**src/rtl/fx_kport.sv**
```systemverilog
// PC-FX K-port serial transfer engine: drives the pad latch, clock and data-out pins,
// and shifts NBITS bits in (and optionally out) LSB first, flagging completion on END/INT.
module fx_kport #(
  parameter int HALF_PER  = 4,
  parameter int LATCH_LEN = 8,
  parameter int NBITS     = 32
) (
  input  logic        CLK,
  input  logic        RESn,
  input  logic        CE,
  input  logic        TRG,
  input  logic        MODE,
  input  logic        DIR,
  input  logic [31:0] TX_DATA,
  input  logic        END_CLR,
  input  logic        IRQ_EN,
  output logic [31:0] RX_DATA,
  output logic        BUSY,
  output logic        END,
  output logic        INT,
  output logic        KP_LATCH,
  output logic        KP_CLK,
  output logic        KP_DO,
  input  logic        KP_DI
);

  typedef enum logic [1:0] {IDLE, LATCH, CLK_LO, CLK_HI} state_t;

  localparam logic [7:0] HALF_LAST  = 8'(HALF_PER - 1);
  localparam logic [7:0] LATCH_LAST = 8'(LATCH_LEN - 1);
  localparam logic [4:0] BIT_LAST   = 5'(NBITS - 1);

  state_t      state_q;
  logic [7:0]  cnt_q;
  logic [4:0]  bit_q;
  logic [4:0]  bit_d;
  logic [31:0] tx_q;
  logic [31:0] rx_q;
  logic [31:0] rx_out_q;
  logic        dir_q;
  logic        busy_q;
  logic        end_q;
  logic        latch_q;
  logic        kclk_q;
  logic        kdo_q;
  logic        di_s1_q;
  logic        di_s2_q;

  assign bit_d = bit_q + 5'd1;

  // KP_DI is asynchronous to CLK, so it is synchronized on every CLK regardless of CE.
  always_ff @(posedge CLK or negedge RESn) begin
    if (!RESn) begin
      di_s1_q <= 1'b0;
      di_s2_q <= 1'b0;
    end else begin
      di_s1_q <= KP_DI;
      di_s2_q <= di_s1_q;
    end
  end

  always_ff @(posedge CLK or negedge RESn) begin
    if (!RESn) begin
      state_q  <= IDLE;
      cnt_q    <= 8'd0;
      bit_q    <= 5'd0;
      tx_q     <= 32'd0;
      rx_q     <= 32'd0;
      rx_out_q <= 32'd0;
      dir_q    <= 1'b0;
      busy_q   <= 1'b0;
      end_q    <= 1'b0;
      latch_q  <= 1'b0;
      kclk_q   <= 1'b1;
      kdo_q    <= 1'b1;
    end else if (CE) begin
      // A completion later in this block overrides the clear.
      if (END_CLR) end_q <= 1'b0;
      case (state_q)
        IDLE: begin
          if (TRG) begin
            tx_q   <= TX_DATA;
            rx_q   <= 32'd0;
            bit_q  <= 5'd0;
            cnt_q  <= 8'd0;
            dir_q  <= DIR;
            busy_q <= 1'b1;
            if (MODE) begin
              state_q <= LATCH;
              latch_q <= 1'b1;
            end else begin
              state_q <= CLK_LO;
              kclk_q  <= 1'b0;
              kdo_q   <= DIR | TX_DATA[0];
            end
          end
        end
        LATCH: begin
          if (cnt_q == LATCH_LAST) begin
            cnt_q   <= 8'd0;
            latch_q <= 1'b0;
            state_q <= CLK_LO;
            kclk_q  <= 1'b0;
            kdo_q   <= dir_q | tx_q[0];
          end else begin
            cnt_q <= cnt_q + 8'd1;
          end
        end
        CLK_LO: begin
          if (cnt_q == HALF_LAST) begin
            rx_q[bit_q] <= di_s2_q;
            cnt_q       <= 8'd0;
            kclk_q      <= 1'b1;
            state_q     <= CLK_HI;
          end else begin
            cnt_q <= cnt_q + 8'd1;
          end
        end
        CLK_HI: begin
          if (cnt_q == HALF_LAST) begin
            cnt_q <= 8'd0;
            if (bit_q == BIT_LAST) begin
              rx_out_q <= rx_q;
              end_q    <= 1'b1;
              busy_q   <= 1'b0;
              kdo_q    <= 1'b1;
              state_q  <= IDLE;
            end else begin
              bit_q   <= bit_d;
              kclk_q  <= 1'b0;
              kdo_q   <= dir_q | tx_q[bit_d];
              state_q <= CLK_LO;
            end
          end else begin
            cnt_q <= cnt_q + 8'd1;
          end
        end
        default: state_q <= IDLE;
      endcase
    end
  end

  assign RX_DATA  = rx_out_q;
  assign BUSY     = busy_q;
  assign END      = end_q;
  assign INT      = end_q & IRQ_EN;
  assign KP_LATCH = latch_q;
  assign KP_CLK   = kclk_q;
  assign KP_DO    = kdo_q;

endmodule

```
**config.mk**
```make
export PLATFORM = sky130hd
export DESIGN_NAME = fx_kport
export DESIGN_NICKNAME = d
export VERILOG_FILES = /design/src/rtl/fx_kport.sv
export SDC_FILE = /design/constraint.sdc
export NUM_CORES = 1
export LEC_CHECK = 0
export BUFFER_PORTS_ARGS = -buffer_cell sky130_fd_sc_hd__buf_2
export CAP_MARGIN = 15
export CORE_MARGIN = 3
export CORE_UTILIZATION = 23
export CTS_CLUSTER_DIAMETER = 50
export DETAILED_ROUTE_END_ITERATION = 8
export PLACE_DENSITY_LB_ADDON = 0.12
export REMOVE_ABC_BUFFERS = 1
export SLEW_MARGIN = 20
export SYNTH_ARGS = -nofsm -noshare
export SYNTH_HDL_FRONTEND = slang
export SYNTH_SLANG_ARGS = --single-unit
export TNS_END_PERCENT = 50
```
**constraint.sdc**
```tcl
create_clock -name CLK -period 3.4 [get_ports CLK]
set_input_delay 0.51 -clock CLK [delete_from_list [all_inputs] [get_ports CLK]]
set_output_delay 0.51 -clock CLK [all_outputs]
set_load 0.05 [all_outputs]
```
==> results.toml, run 1 <==
[clocking]
cts_made_buffers = 17
path_clk_slew_ns = 0.06
clk_path_buf_depth = 2
clock_latency_ns = 0.41
htreeDepth = 4
post_cts_buffers = 0
cts-root-buf = "clkbuf_16"
clock_sinks = 119
cts_tree = "yes"
cts_resized = 0
hold_buffers = 0

[timing]
fin_crit_sh = 0.808
hold_viol_final = 0
setup_viol = 0
layout_min_cycle_time_ns = 2.75
fin_hold_ws_ns = 0.123
slew_viol_final = 0
max_slew.worst_pin.slew_ns = 0.671
fin_skew_ns = 0.00617
clock.fmax_mhz = 364
tns_ns = 0
rsz0062_at_grt = "no"
slew_headroom = 0.553

[power_and_ir_drop]
p_sw_frac = 0.354
internal-power_uw = 3710
power_density_mw_per_mm2 = 840
comb_power_share = 0.333
leakage_uw = 0.00314
switching_power_uw = 2030
pwr-share-clk = 0.320
p_seq_frac = 0.346
peakVddDrop_mv = 0.361

[synth]
synthAdderAreaFrac = 0.0137
synthSimpleGateAreaFrac = 0.0936
yosys_warnings = 0
syn_avg_cell_area_sq_um = 11.6
synthCells = 473
synth_xor_area_frac = 0.00959
synthTopCellsByCount = "117 x dfrtp_1, 59 x mux2_2, 51 x o21ai_0"
ys_top_cells_by_area = "dfrtp_1 53%, mux2_2 12%, o21ai_0 4.7%"
synth_top_family_by_area = "multiplexers"
syn-cell-area_sq_mm = 0.00548
ys_types = 54
synth_top_area_share = 0.534
ys.flop_type = "dfrtp_1"
ys_ff_latch = 119
ys_async_sr_fraction = 1.00
synth_edf_count = 0
synthMuxAreaShare = 0.168
yosys.area.top_type = "dfrtp_1"
synth-compound-area-share = 0.143
synth_seq_area_share = 0.544
yosys.cell_count.top_type = "dfrtp_1"

[global_route]
grt_max_degree = 52
grt_overflow = 0
grt_pass1_vias = 4125
antenna_found_initial = 0
gr-usage-all-layers = 0.113
grt_first_pass_wirelength_um = 23200

[routing]
dr.pass1.iters = 4
drtIter0Drc = 174
vias = 3908
ant_nets = 0
wire_per_inst_um = 16.0
route.detailed.drc = 0
drt_wl_total_um = 14000
viasPerCell = 4.45

[floorplanning]
core-area_sq_mm = 0.0231
ioPinCount = 79
start_util = 0.238
rows = 55
dieArea_sq_mm = 0.0257
die_h_um = 160
fp.dieW_um = 160

[outcome]
status = "finished clean"

[final_layout]
drive_above_1_share = 0.359
area_delta_synth_final_pct = 24.7
diodes = 0
fill_cells = 2397
nets = 599

[placed_design]
port_buffers = 78
place.gp.congestion = 0.750
place_hpwl_um = 9610

[setup_path]
crit_arrival_ns = 3.02
worst-setup-path-type = "flop to flop"
crit_path_end_kind = "flop"
start_kind = "flop"
critPathRequiredTime_ns = 3.67
path_max_fanout = 32

[min_path]
hold_class = "input port to asynchronous set/reset pin"

[flow_run]
drv_cap = 0
-- critical path, stage by stage, from the launching register on --
cell     delay (ns)
dfrtp_1        0.43
or4_4          0.54
or4b_4         0.64
a21oi_4        0.23
nand2_2        0.36
o21ai_0        0.29
o21ai_0        0.11
-- final cells by class --
cell class / count / area, sq um / area share
timing repair buffer: 89 / 488 / 0.0714
clock inverter: 12 / 149 / 0.0218
sequential: 119 / 2980 / 0.436
inverter: 6 / 22.5 / 0.00330
multi-input combinational: 319 / 2350 / 0.343
clock buffer: 20 / 457 / 0.0668
tap: 313 / 392 / 0.0573
-- path summary, 6_finish.rpt --
kind / end / slack (ns) / cells past startpoint / start
min in group CLK: di_s1_q / 0.21 / 1 / KP_DI
setup / recovery: rx_q[2] / 0.65 / 6 / cnt_q[4]
hold reg to reg: di_s2_q / 0.35 / 0 / di_s1_q
hold / removal: RX_DATA[22] / 0.12 / 1 / RESn
setup reg to reg: rx_q[2] / 0.65 / 6 / cnt_q[4]
max in group asynchronous: KP_CLK / 2.45 / 2 / RESn
-- sequential cells by signal, summed over array words and instances (netlist names) --
signal,cells
RX_DATA,32
rx_q,32
tx_q,32
cnt_q,8
bit_q,5
state_q,2
BUSY,1
END,1
KP_CLK,1
KP_DO,1
KP_LATCH,1
di_s1_q,1
di_s2_q,1
dir_q,1
-- power by group through the flow --
stage | sequential (uW) | clock [uW] | combinational, uW
floorplan | 2050 | 0 | 1280
global placement | 2010 | 0 | 1920
detailed placement | 2010 | 0 | 1930
CTS | 1990 | 1900 | 1940
global route | 2040 | 1950 | 2120
finish | 1990 | 1840 | 1910
-- kinds of logic (layout without fill, tap and decap cells) --
kind of cell	after synthesis	count (layout)
flip-flops	119	119
AND/OR/NAND/NOR	101	101
multiplexers	75	75
AO/OA/AOI/OAI	131	131
adder cells (fa/ha/maj)	6	6
XOR/XNOR	6	6
buffers and inverters	35	127
-- per-stage QoR --
stage	cell area (sq um)	power [uW]	util	cells	setup slack, ns
final	6830	5740	0.296	878	0.654
after global routing	6830	6110	0.296	878	0.427
after CTS	6830	5830	0.296	878	0.632
after detailed placement	6230	3940	0.270	846	0.642
after global placement	6230	3930	0.270	846	0.740
after floorplan	5350	3330	-	444	0.505
-- placed cells by master (no fill, tap or decap), drive strengths merged, types with 2 or more instances in the layout --
master	netlist	routed
dfrtp	117	117
buf	7	89
o21ai	71	71
mux2	66	66
a21oi	37	37
nand2	34	34
nor2	24	24
clkbuf	22	20
nand3	10	10
nor3	8	8
mux4	7	7
inv	6	7
ha	6	6
and3	5	5
nand2b	5	5
clkinvlp	0	4
clkinv	0	4
a31oi	4	4
or2	3	3
a32oi	3	3
xor2	3	3
xnor2	3	3
bufinv	0	3
and2	3	3
dfstp	2	2
or3	2	2
o21a	2	2
o31ai	2	2
a21o	2	2
mux2i	2	2
o41ai	2	2
-- routing by layer --
| layer | share of wire | routed length [um] | GRT usage | vias to the layer above |
|---|---|---|---|---|
| met5 | 0 | 0 | 0 | - |
| met4 | 0.0068 | 95 | 0.0363 | 0 |
| met3 | 0.055 | 766 | 0.0366 | 11 |
| met2 | 0.47 | 6590 | 0.177 | 81 |
| met1 | 0.47 | 6570 | 0.148 | 1945 |
| li1 | - | - | - | 1871 |
No activity file was read; power rests on OpenSTA's default activity.
==> inputs of run 2 (changes only) <==
Clock period 3.4 ns to 2.79 ns, I/O delays scaled along.
==> run 2 against run 1 <==
Compared with the run above: clock skew up 0.0074 ns; cell count up 0.34%; flip-flop and latch count unchanged; combinational power up 31%; worst hold slack worse by 0.057 ns; die area unchanged; critical path depth down 1; critical endpoint is now rx_q[16]; largest cell class unchanged.
==> results.toml, run 2 (synthesis results as in run 1) <==
[setup_path]
rr_startpoint = "cnt_q[4]"
max_stage_delay_ns = 0.63
worstReg2RegEnd = "rx_q[16]"
crit_arrival_ns = 2.93
critPathRequiredTime_ns = 3.11
crit_path_end_kind = "flop"
path_cells = "or4_4 -> or4b_4 -> nor3_4 -> nand2_1 -> o21ai_0"
start_kind = "flop"
slowest_stage = "or4b_4"
worst-setup-path-type = "flop to flop"
r2r_slack_ns = 0.18
worst-r2r-cell-count = 5
path_max_fanout = 8

[timing]
layout_min_cycle_time_ns = 2.61
hold_viol_final = 0
fin_crit_sh = 0.935
rsz0062_at_grt = "no"
slew_viol_final = 0
slew_headroom = 0.542
setup_viol = 0
fin_hold_ws_ns = 0.0667
fin_skew_ns = 0.0136
tns_ns = 0
max_slew.worst_pin.slew_ns = 0.687
clock.fmax_mhz = 383

[global_route]
gr-usage-all-layers = 0.114
grt_overflow = 0
antenna_found_initial = 0
grt_first_pass_wirelength_um = 23000
grt_max_degree = 120
grt_pass1_vias = 4169

[clocking]
path_clk_slew_ns = 0.06
cts_made_buffers = 17
cts-root-buf = "clkbuf_16"
hold_buffers = 0
htreeDepth = 4
cts_resized = 0
cts_tree = "yes"
post_cts_buffers = 0
clk_path_buf_depth = 2
clock_sinks = 119
clock_latency_ns = 0.42

[floorplanning]
start_util = 0.238
core-area_sq_mm = 0.0231
rows = 55
die_h_um = 160
ioPinCount = 79
dieArea_sq_mm = 0.0257
fp.dieW_um = 160

[routing]
drtIter0Drc = 190
drt_wl_total_um = 14000
viasPerCell = 4.45
dr.pass1.iters = 5
vias = 3919
ant_nets = 0
wire_per_inst_um = 15.9
route.detailed.drc = 0

[power_and_ir_drop]
switching_power_uw = 2450
internal-power_uw = 4380
power_density_mw_per_mm2 = 1000
pwr-share-clk = 0.295
p_sw_frac = 0.359
peakVddDrop_mv = 0.380
leakage_uw = 0.00314
p_seq_frac = 0.339
comb_power_share = 0.366

[final_layout]
nets = 603
fill_cells = 2391
final_common_cell = "dfrtp_1"
area_delta_synth_final_pct = 24.5
final_core_util = 0.296
diodes = 0
drive_above_1_share = 0.361
final_area_sq_mm = 0.00682
final_cell_mix = "117 x dfrtp_1, 77 x buf_2, 59 x mux2_2"

[outcome]
status = "finished clean"

[placed_design]
post_dp_cell_area_sq_mm = 0.00628
port_buffers = 78
place.gp.congestion = 0.743
place_hpwl_um = 9360

[flow_run]
drv_cap = 0

[min_path]
hold_class = "input port to asynchronous set/reset pin"
-- run 2: routing by layer --
metal | global-route usage | vias up | routed length [um]
met1 | 0.147 | 1956 | 6480
met3 | 0.0389 | 14 | 613
met4 | 0.0410 | 0 | 212
li1 | - | 1874 | -
met5 | 0 | - | 0
met2 | 0.177 | 75 | 6670
-- run 2: how the worst max path moves through the flow --
stage | slack (ns) | startpoint | to | depth (start not counted)
3_5_place_dp | 0.21 | cnt_q[4] | rx_q[28] | 5
2_1_floorplan | -0.10 | bit_q[0] | RX_DATA[11] | 7
6_report | 0.18 | cnt_q[4] | rx_q[16] | 5
3_3_place_gp | 0.28 | cnt_q[4] | rx_q[28] | 5
4_1_cts | 0.18 | cnt_q[4] | rx_q[16] | 5
5_1_grt | 0.11 | cnt_q[4] | rx_q[30] | 5
-- run 2: area by class of cell --
type                            instances  area [sq um]  area share
Clock buffer                           21           460      0.0675
Clock inverter                         10          80.1      0.0117
Inverter                                6          22.5     0.00330
Multi-Input combinational cell        319          2350       0.344
Sequential cell                       119          2980       0.437
Tap cell                              313           392      0.0574
Timing Repair Buffer                   93           543      0.0796
-- run 2: per-stage QoR --
| stage | total power (uW) | instances | setup WS (ns) |
|---|---|---|---|
| 2_1_floorplan | 4060 | 444 | -0.105 |
| 3_3_place_gp | 4850 | 850 | 0.275 |
| 3_5_place_dp | 4880 | 850 | 0.206 |
| 4_1_cts | 6950 | 881 | 0.178 |
| 5_1_grt | 7320 | 881 | 0.106 |
| 6_report | 6830 | 881 | 0.180 |
-- run 2: power groups by stage --
| stage | registers [uW] | clock network (uW) | logic, uW |
|---|---|---|---|
| after floorplan | 2500 | 0 | 1560 |
| after global placement | 2340 | 0 | 2520 |
| after detailed placement | 2350 | 0 | 2530 |
| after CTS | 2320 | 2080 | 2540 |
| after global routing | 2370 | 2160 | 2790 |
| final | 2320 | 2010 | 2500 |
-- run 2: critical path: cells and delay by family (launching register included) --
| family | cells | cell delay, ns |
|---|---|---|
| DFF | 1 | 0.43 |
| and+or+nand+nor | 4 | 1.78 |
| AOI/OAI and AO/OA | 1 | 0.29 |
==> inputs of run 3 (changes only) <==
--- a/config.mk
+++ b/config.mk
@@ -15,2 +15,3 @@
 export REMOVE_ABC_BUFFERS = 1
+export SKIP_CTS_REPAIR_TIMING = 1
 export SLEW_MARGIN = 20
==> constraint.sdc (replaced) <==
create_clock -name CLK -period 2.79 [get_ports CLK]
set_input_delay 0.279 -clock CLK [delete_from_list [all_inputs] [get_ports CLK]]
set_output_delay 0.279 -clock CLK [all_outputs]
set_load 0.05 [all_outputs]
==> run 3 against run 2 <==
Compared with the run above: worst hold slack improved by 0.032 ns; fmax increased by 1.4%; worst setup slack better by 0.036 ns; count of clock-buffer cells in the layout is the same; flip-flop and latch count unchanged; via count barely moved; highest routed layer unchanged.
==> results.toml, run 3 (synthesis results as in run 1) <==
[outcome]
status = "finished clean"

[clocking]
clock_sinks = 119
cts_made_buffers = 17
cts_tree = "yes"
htreeDepth = 4
cts-root-buf = "clkbuf_16"
path_clk_slew_ns = 0.05
clk_path_buf_depth = 2
clock_latency_ns = 0.41

[global_route]
grt_max_degree = 69
grt_first_pass_wirelength_um = 23000
gr-usage-all-layers = 0.114
grt_pass1_vias = 4073
antenna_found_initial = 0
grt_overflow = 0

[routing]
wire_per_inst_um = 15.9
route.detailed.drc = 0
dr.pass1.iters = 4
vias = 3917
drtIter0Drc = 188
ant_nets = 0
drt_wl_total_um = 14000
viasPerCell = 4.44

[setup_path]
rr_startpoint = "cnt_q[4]"
crit_path_end_kind = "flop"
start_kind = "flop"
crit_end = "rx_q[4]"
path_max_fanout = 8
timing.critical_path.from = "cnt_q[4]"
worst-r2r-cell-count = 5
crit_arrival_ns = 2.89
worst-setup-path-type = "flop to flop"
r2r_slack_ns = 0.22
critPathRequiredTime_ns = 3.11
worstReg2RegEnd = "rx_q[4]"

[placed_design]
port_buffers = 78
place_hpwl_um = 9580
dp.cells = 850
place.gp.congestion = 0.747

[timing]
layout_min_cycle_time_ns = 2.57
slew_headroom = 0.518
tns_ns = 0
rsz0062_at_grt = "no"
clock.fmax_mhz = 389
fin_crit_sh = 0.922
hold_viol_final = 0
fin_skew_ns = 0.00555
max_slew.worst_pin.slew_ns = 0.722
slew_viol_final = 0
setup_viol = 0
fin_hold_ws_ns = 0.0985

[final_layout]
final_cell_mix = "117 x dfrtp_1, 77 x buf_2, 59 x mux2_2"
fill_cells = 2429
final_common_cell = "dfrtp_1"
area_delta_synth_final_pct = 25.6
final_cell_count_no_fill = 883
nets = 605
drive_above_1_share = 0.358
diodes = 0

[power_and_ir_drop]
p_seq_frac = 0.331
power_density_mw_per_mm2 = 1020
switching_power_uw = 2460
peakVddDrop_mv = 0.401
p_sw_frac = 0.352
leakage_uw = 0.00317
pwr-share-clk = 0.311
internal-power_uw = 4540
comb_power_share = 0.358

[min_path]
hold_class = "input port to flop"

[floorplanning]
start_util = 0.238
ioPinCount = 79
fp.dieW_um = 160
core-area_sq_mm = 0.0231
dieArea_sq_mm = 0.0257
die_h_um = 160
rows = 55

[flow_run]
drv_cap = 0
[run 3: changes by cell type in the layout (fill, tap and decap cells not counted)]
cell           before  now
clkinv_2            7    6
bufinv_16           1    3
clkbuf_8            2    1
dlygate4sd3_1       0    2
clkinv_4            0    1
clkbuf_1            2    3
clkinvlp_4          2    0
[run 3: area by class of cell]
| type | count | area [sq um] | area share |
|---|---|---|---|
| clock buffer | 21 | 450 | 0.0654 |
| clock inverter | 10 | 129 | 0.0187 |
| inverter | 6 | 22.5 | 0.00327 |
| multi-input combinational | 319 | 2350 | 0.341 |
| sequential | 119 | 2980 | 0.433 |
| tap | 313 | 392 | 0.0569 |
| timing repair buffer | 95 | 563 | 0.0818 |
[run 3: how the worst min path moves through the flow]
stage                       end         from  slack [ns]  cells after the start
floorplan                  BUSY         RESn       -0.02                      0
finish                 tx_q[30]  TX_DATA[30]         0.1                      2
global placement        di_s2_q      di_s1_q        0.34                      0
CTS                 RX_DATA[12]         RESn       -0.06                      1
detailed placement      di_s2_q      di_s1_q        0.34                      0
global route           tx_q[13]  TX_DATA[13]        0.08                      2
[run 3: metal layers]
metal  vias up  wire [um]  track usage
met5         -          0            0
met4         0        325       0.0450
met3        21        774       0.0364
met2        89       6330        0.171
met1      1922       6610        0.152
li1       1885          -            -
[run 3: per-stage QoR]
stage               power (uW)   util  setup WS (ns)  area [sq um]
floorplan                 4060      -         -0.105          5350
detailed placement        4890  0.273          0.212          6280
finish                    7000  0.299          0.217          6880
global placement          4850  0.273          0.283          6280
global route              7490  0.299          0.103          6880
CTS                       7120  0.298          0.199          6860
[run 3: critical path: stages (launching register included)]
cell,delay [ns]
dfrtp_1,0.42
or4_4,0.54
or4b_4,0.64
nor3_4,0.29
nand2_1,0.31
o21ai_0,0.28
[run 3: power by group through the flow]
stage	Sequential (uW)	Clock, uW	Combinational [uW]
after floorplan	2500	0	1560
after global placement	2340	0	2520
after detailed placement	2350	0	2540
after CTS	2320	2250	2550
after global routing	2370	2320	2800
final	2320	2180	2510
